$ cat config.mk
export PLATFORM = sky130hd
export DESIGN_NAME = trap_ctrl
export DESIGN_NICKNAME = d
export VERILOG_FILES = /design/src/rtl/trap_ctrl_pkg.sv /design/src/rtl/trap_ctrl_irq_prio.sv /design/src/rtl/trap_ctrl.sv
export SDC_FILE = /design/constraint.sdc
export NUM_CORES = 1
export LEC_CHECK = 0
export CAP_MARGIN = 10
export CORE_AREA = 3 3 363 365
export DETAILED_ROUTE_END_ITERATION = 8
export DIE_AREA = 0 0 366 368
export PLACE_DENSITY = 0.38
export SYNTH_ARGS = -nofsm -noshare
export SYNTH_HDL_FRONTEND = slang
export SYNTH_SLANG_ARGS = --single-unit
$ cat constraint.sdc
create_clock -name clk -period 2.1 [get_ports clk]
set_input_delay 0.21 -clock clk [delete_from_list [all_inputs] [get_ports clk]]
set_output_delay 0.21 -clock clk [all_outputs]
set_load 0.05 [all_outputs]
$ cat src/rtl/trap_ctrl_pkg.sv
// Shared definitions for the machine-mode trap controller: CSR addresses,
// interrupt cause codes, mstatus bit positions and FSM state encodings.
package trap_ctrl_pkg;

  localparam logic [11:0] CSR_MSTATUS = 12'h300;
  localparam logic [11:0] CSR_MEPC    = 12'h341;
  localparam logic [11:0] CSR_MCAUSE  = 12'h342;
  localparam logic [11:0] CSR_MTVAL   = 12'h343;

  localparam logic [4:0] IRQ_CODE_MSI = 5'd3;
  localparam logic [4:0] IRQ_CODE_MTI = 5'd7;

  localparam int MSTATUS_MIE_BIT  = 3;
  localparam int MSTATUS_MPIE_BIT = 7;

  typedef enum logic [2:0] {
    ST_IDLE         = 3'd0,
    ST_TRAP_SAVE    = 3'd1,
    ST_TRAP_JUMP    = 3'd2,
    ST_MRET_RESTORE = 3'd3,
    ST_MRET_JUMP    = 3'd4
  } trap_state_e;

endpackage

$ cat src/rtl/trap_ctrl_irq_prio.sv
// Combinational interrupt selector: software interrupt wins over timer,
// and nothing is pending while the global machine interrupt enable is off.
module irq_prio
  import trap_ctrl_pkg::*;
(
  input  logic       i_globalEnable,
  input  logic       i_msiEnable,
  input  logic       i_msiPending,
  input  logic       i_mtiEnable,
  input  logic       i_mtiPending,
  output logic       o_pending,
  output logic [4:0] o_code
);

  // Pick the highest-priority enabled and pending interrupt source.
  always_comb begin
    o_pending = 1'b0;
    o_code    = 5'd0;
    if (i_globalEnable) begin
      if (i_msiEnable && i_msiPending) begin
        o_pending = 1'b1;
        o_code    = IRQ_CODE_MSI;
      end else if (i_mtiEnable && i_mtiPending) begin
        o_pending = 1'b1;
        o_code    = IRQ_CODE_MTI;
      end
    end
  end

endmodule

$ cat src/rtl/trap_ctrl.sv
// Machine-mode trap controller: accepts exceptions, interrupts and mret in
// IDLE, then spends one cycle writing CSRs and one cycle redirecting fetch.
module trap_ctrl
  import trap_ctrl_pkg::*;
#(
  parameter int XLEN = 64
) (
  input  logic            clk,
  input  logic            rst,
  input  logic            exc_valid_i,
  input  logic [XLEN-1:0] exc_cause_i,
  input  logic [XLEN-1:0] exc_pc_i,
  input  logic [XLEN-1:0] exc_tval_i,
  input  logic            mret_i,
  input  logic            irq_ready_i,
  input  logic [XLEN-1:0] irq_pc_i,
  input  logic [XLEN-1:0] mstatus_i,
  input  logic [XLEN-1:0] mie_i,
  input  logic [XLEN-1:0] mip_i,
  input  logic [XLEN-1:0] mtvec_i,
  input  logic [XLEN-1:0] mepc_i,
  output logic            we_mepc_o,
  output logic [XLEN-1:0] wdata_mepc_o,
  output logic            we_mcause_o,
  output logic [XLEN-1:0] wdata_mcause_o,
  output logic            we_mtval_o,
  output logic [XLEN-1:0] wdata_mtval_o,
  output logic            exception_mie_req_o,
  output logic            csr_we_o,
  output logic [11:0]     csr_waddr_o,
  output logic [XLEN-1:0] csr_wdata_o,
  output logic            stall_o,
  output logic            flush_o,
  output logic            redirect_valid_o,
  output logic [XLEN-1:0] redirect_pc_o,
  output logic            busy_o
);

  trap_state_e     r_state;
  trap_state_e     w_nextState;
  logic [XLEN-1:0] r_pc;
  logic [XLEN-1:0] r_cause;
  logic [XLEN-1:0] r_tval;

  logic            w_irqPending;
  logic [4:0]      w_irqCode;
  logic            w_idle;
  logic            w_takeExc;
  logic            w_takeIrq;
  logic            w_takeMret;
  logic [XLEN-1:0] w_irqCause;
  logic            w_unusedBits;

  irq_prio u_irqPrio (
    .i_globalEnable (mstatus_i[MSTATUS_MIE_BIT]),
    .i_msiEnable    (mie_i[3]),
    .i_msiPending   (mip_i[3]),
    .i_mtiEnable    (mie_i[7]),
    .i_mtiPending   (mip_i[7]),
    .o_pending      (w_irqPending),
    .o_code         (w_irqCode)
  );

  // Events are only looked at in IDLE; exception beats interrupt beats mret.
  assign w_idle     = (r_state == ST_IDLE);
  assign w_takeExc  = w_idle && exc_valid_i;
  assign w_takeIrq  = w_idle && !exc_valid_i && irq_ready_i && w_irqPending;
  assign w_takeMret = w_idle && !exc_valid_i && !(irq_ready_i && w_irqPending) && mret_i;
  assign w_irqCause = {1'b1, {(XLEN-6){1'b0}}, w_irqCode};

  // CSR bits this block never looks at, gathered so they read as intentionally ignored.
  assign w_unusedBits = ^{mstatus_i[XLEN-1:8], mstatus_i[6:4], mstatus_i[2:0],
                          mie_i[XLEN-1:8], mie_i[6:4], mie_i[2:0],
                          mip_i[XLEN-1:8], mip_i[6:4], mip_i[2:0],
                          mtvec_i[1:0]};

  // State register; reset always returns to IDLE, aborting any sequence.
  always_ff @(posedge clk) begin
    if (rst) begin
      r_state <= ST_IDLE;
    end else begin
      r_state <= w_nextState;
    end
  end

  // Capture the trap's pc/cause/tval in the acceptance cycle for the save step.
  always_ff @(posedge clk) begin
    if (rst) begin
      r_pc    <= '0;
      r_cause <= '0;
      r_tval  <= '0;
    end else if (w_takeExc) begin
      r_pc    <= exc_pc_i;
      r_cause <= exc_cause_i;
      r_tval  <= exc_tval_i;
    end else if (w_takeIrq) begin
      r_pc    <= irq_pc_i;
      r_cause <= w_irqCause;
      r_tval  <= '0;
    end
  end

  // Sequence: IDLE -> SAVE -> JUMP for traps, IDLE -> RESTORE -> JUMP for mret.
  always_comb begin
    w_nextState = r_state;
    case (r_state)
      ST_IDLE: begin
        if (w_takeExc || w_takeIrq) begin
          w_nextState = ST_TRAP_SAVE;
        end else if (w_takeMret) begin
          w_nextState = ST_MRET_RESTORE;
        end
      end
      ST_TRAP_SAVE:    w_nextState = ST_TRAP_JUMP;
      ST_TRAP_JUMP:    w_nextState = ST_IDLE;
      ST_MRET_RESTORE: w_nextState = ST_MRET_JUMP;
      ST_MRET_JUMP:    w_nextState = ST_IDLE;
      default:         w_nextState = ST_IDLE;
    endcase
  end

  // Per-state pulses; everything is held at zero while reset is asserted.
  always_comb begin
    we_mepc_o           = 1'b0;
    wdata_mepc_o        = '0;
    we_mcause_o         = 1'b0;
    wdata_mcause_o      = '0;
    we_mtval_o          = 1'b0;
    wdata_mtval_o       = '0;
    exception_mie_req_o = 1'b0;
    csr_we_o            = 1'b0;
    csr_waddr_o         = 12'h000;
    csr_wdata_o         = '0;
    stall_o             = 1'b0;
    flush_o             = 1'b0;
    redirect_valid_o    = 1'b0;
    redirect_pc_o       = '0;
    busy_o              = 1'b0;
    if (!rst) begin
      case (r_state)
        ST_IDLE: begin
          stall_o = w_takeExc || w_takeIrq || w_takeMret;
        end
        ST_TRAP_SAVE: begin
          stall_o             = 1'b1;
          busy_o              = 1'b1;
          we_mepc_o           = 1'b1;
          wdata_mepc_o        = r_pc;
          we_mcause_o         = 1'b1;
          wdata_mcause_o      = r_cause;
          we_mtval_o          = 1'b1;
          wdata_mtval_o       = r_tval;
          exception_mie_req_o = 1'b1;
        end
        ST_TRAP_JUMP: begin
          stall_o          = 1'b1;
          busy_o           = 1'b1;
          flush_o          = 1'b1;
          redirect_valid_o = 1'b1;
          redirect_pc_o    = {mtvec_i[XLEN-1:2], 2'b00};
        end
        ST_MRET_RESTORE: begin
          stall_o                       = 1'b1;
          busy_o                        = 1'b1;
          csr_we_o                      = 1'b1;
          csr_waddr_o                   = CSR_MSTATUS;
          csr_wdata_o[MSTATUS_MPIE_BIT] = 1'b1;
          csr_wdata_o[MSTATUS_MIE_BIT]  = mstatus_i[MSTATUS_MPIE_BIT];
        end
        ST_MRET_JUMP: begin
          stall_o          = 1'b1;
          busy_o           = 1'b1;
          flush_o          = 1'b1;
          redirect_valid_o = 1'b1;
          redirect_pc_o    = mepc_i;
        end
        default: begin
          stall_o = 1'b0;
        end
      endcase
    end
  end

endmodule

==> results.py <==
metrics = {
    "status": {
        "status": "finished, violations left",
        "failed_checks": "setup timing",
    },
    "critical_path": {
        "worstSetupEndpointType": "output pin",
        "cp-start-kind": "flop",
        "critPathRequiredTime_ps": 1890,
        "critPathMaxFanout": 8,
        "critPathArrivalTime_ps": 2090,
        "cp_top_family": "buffers and inverters",
        "path_cells": "buf_4, nor4b_4, buf_6, clkbuf_16, a22o_1, buf_12",
        "critical-path-slowest-cell": "dfxtp_2",
        "worst-path-buf-inv": 4,
        "path_class": "flop to output pin",
        "critPathMaxStageDelay_ps": 360,
    },
    "cells_and_area": {
        "nets": 2342,
        "area_growth_pct": 147,
        "final_common_cell": "clkdlybuf4s50_1",
        "drive_gt1_frac": 0.387,
        "final_cell_mix": "391 x clkdlybuf4s50_1, 300 x buf_12, 192 x and2_4, 192 x dfxtp_1, 157 x a22o_1",
        "fin_util": 0.184,
        "n_fill_cell": 14300,
    },
    "cts": {
        "clock_sinks": 195,
        "insertion_delay_ps": 540,
        "cts_tree": "built",
        "hold_buffers": 0,
        "clock_path_buffers": 2,
        "htree_levels": 4,
        "cts_buffers": 17,
        "ctsRootBufferMaster": "clkbuf_16",
        "path_clk_slew_ps": 90,
    },
    "global_routing": {
        "use_met3": 0.0379,
        "grt-ovfl-total": 0,
        "grt_pass1_vias": 11300,
        "antenna_found_initial": 6,
        "grt_pass1_wl_um": 89000,
        "met1_usage": 0.116,
        "grt_usage": 0.0936,
        "gr-usage-met2": 0.148,
        "grt_busiest_layer": "met2",
        "grt_max_degree": 68,
    },
    "pwr": {
        "p_comb_frac": 0.340,
        "p_seq_frac": 0.345,
        "clkPwrFrac": 0.315,
        "pwr_density_cell_nw_per_um2": 525,
        "cellLeakagePower_uw": 0.00906,
        "ir_worst_vdd_v": 0.000372,
        "internal_power_uw": 7970,
        "swShare": 0.361,
        "power_switching_uw": 4500,
    },
    "sta": {
        "whs_ps": 87.0,
        "fin_crit_sh": 1.10,
        "hold_viol": 0,
        "max_freq_ghz": 0.434,
        "finalSetupTns_ps": -34340,
        "worst_pin_slew_ps": 686,
        "final-setup-viol-count": 258,
        "layout_setup_ws_ps": -203,
        "slew_headroom": 0.543,
        "finalCriticalPeriod_ps": 2300,
        "finalMaxSlewViolations": 0,
        "skew_ps": 21.8,
        "rsz0062_at_grt": "yes",
    },
    "floorplanning": {
        "die_x_um": 366,
        "row_count": 132,
        "initial_core_util": 0.0746,
        "design.die.area_um2": 135000,
        "core_um2": 129000,
        "fp.dieH_um": 368,
        "io_pins": 922,
    },
    "logic_synthesis": {
        "synth_ff_type": "dfxtp_1",
        "synthDistinctLibCells": 33,
        "syn_area_per_cell_um2": 9.06,
        "ys_ff_latch": 195,
        "synth_warnings": 0,
        "synth_edf_count": 0,
        "netlist_area_um2": 9640,
        "ys_seq_area_frac": 0.405,
        "synthArstFlopShare": 0,
        "netlist_instances": 1064,
    },
    "min_path": {
        "hold_path.class": "input port to flop",
    },
    "drt": {
        "routed_via_density": 3.09,
        "wl_um": 66500,
        "vias": 10900,
        "drtPass1Iterations": 6,
        "dr.first_iter.drc_count": 371,
        "drc": 0,
        "wl_per_cell_um": 18.9,
        "ant_nets": 0,
    },
    "placement": {
        "dp_hpwl_um": 49500,
        "gp_congestion": 0.740,
        "numPortBuffers": 661,
    },
    "job": {
        "max_cap_viol_count": 0,
    },
}
synthesized netlist by cell type (2+ instances only):
cell	n	area (um2)
o21a_1	2	15.0
dfxtp_1	195	3900
a31oi_1	65	407
and2_1	195	1220
buf_1	8	30.0
a22o_1	187	1640
nor3_1	4	20.0
nand2b_1	2	12.5
buf_2	30	150
o221a_2	3	33.8
buf_8	7	105
clkbuf_1	70	263
buf_4	79	593
nand2_1	129	484
a311oi_1	67	587
inv_1	2	7.51
nor2_1	3	11.3
tightest hold or removal path, delay by kind of cell:
kind / cells / cell delay (ps)
buffers and inverters: 1 / 140
AND/OR/NAND/NOR: 2 / 250
per-layer routing:
layer	vias up	wire [um]
li1	5131	-
met1	5149	29000
met2	512	30500
met3	57	5580
met4	6	1360
met5	-	40
path summary, 6_finish.rpt:
path | start | end | slack, ps | depth (start not counted)
worst max-delay path | r_state[1]$_SDFFE_PP0P_ | redirect_pc_o[47] | -200 | 6
worst min-delay path | rst | r_state[2]$_SDFFE_PP0P_ | 90 | 3
worst max register to register | r_state[0]$_SDFFE_PP0P_ | r_tval[35]$_SDFFE_PP0P_ | 180 | 9
worst min register to register | r_tval[33]$_SDFFE_PP0P_ | r_tval[33]$_SDFFE_PP0P_ | 480 | 1
stage by stage:
stage / cell area [um2] / power (uW) / cells / worst slack, ps
floorplan: 9920 / 6150 / 1135 / 9.01
finish: 23800 / 12500 / 3518 / -203
global route: 23800 / 13100 / 3516 / -340
CTS: 23000 / 12700 / 3492 / -386
detailed placement: 21300 / 8220 / 3434 / -67.2
global placement: 21300 / 8220 / 3434 / -85.3
area by class of cell:
cell class	count	area, um2	area share
timing repair buffer	801	11300	0.476
antenna	2	5.00	0.000211
tap	1742	2180	0.0917
multi-input combinational	744	5710	0.240
clock inverter	14	210	0.00884
inverter	2	7.51	0.000316
sequential	195	3910	0.164
clock buffer	18	439	0.0185
power groups by stage:
stage / Clock (uW) / Sequential (uW) / Combinational, uW
floorplan: 0 / 4260 / 1890
global placement: 0 / 4350 / 3870
detailed placement: 0 / 4360 / 3860
CTS: 4250 / 4290 / 4140
global route: 4280 / 4350 / 4510
finish: 3930 / 4300 / 4240
state kept, by name (all words and copies together), names as in the netlist:
signal,flops
r_tval,64
r_cause,64
r_state,3
r_pc,64
logic make-up after synthesis:
group | count (synthesis) | share of synthesized area
AOI/OAI and AO/OA | 329 | 0.283
xor gates and xnor gates | 1 | 0.000909
buffers and inverters | 196 | 0.119
DFF | 195 | 0.405
other | 1 | 0.000389
and+or+nand+nor | 342 | 0.192
repair_timing:
action                                  4_1_cts  5_1_grt
resized for setup                           187      117
gates cloned                                  7       17
endpoints found under the hold margin         0        0
endpoints found under the setup margin      264      269
pin swaps                                    28       58
setup buffers                                20       15
Note: power is estimated with default switching activity, not from simulation.
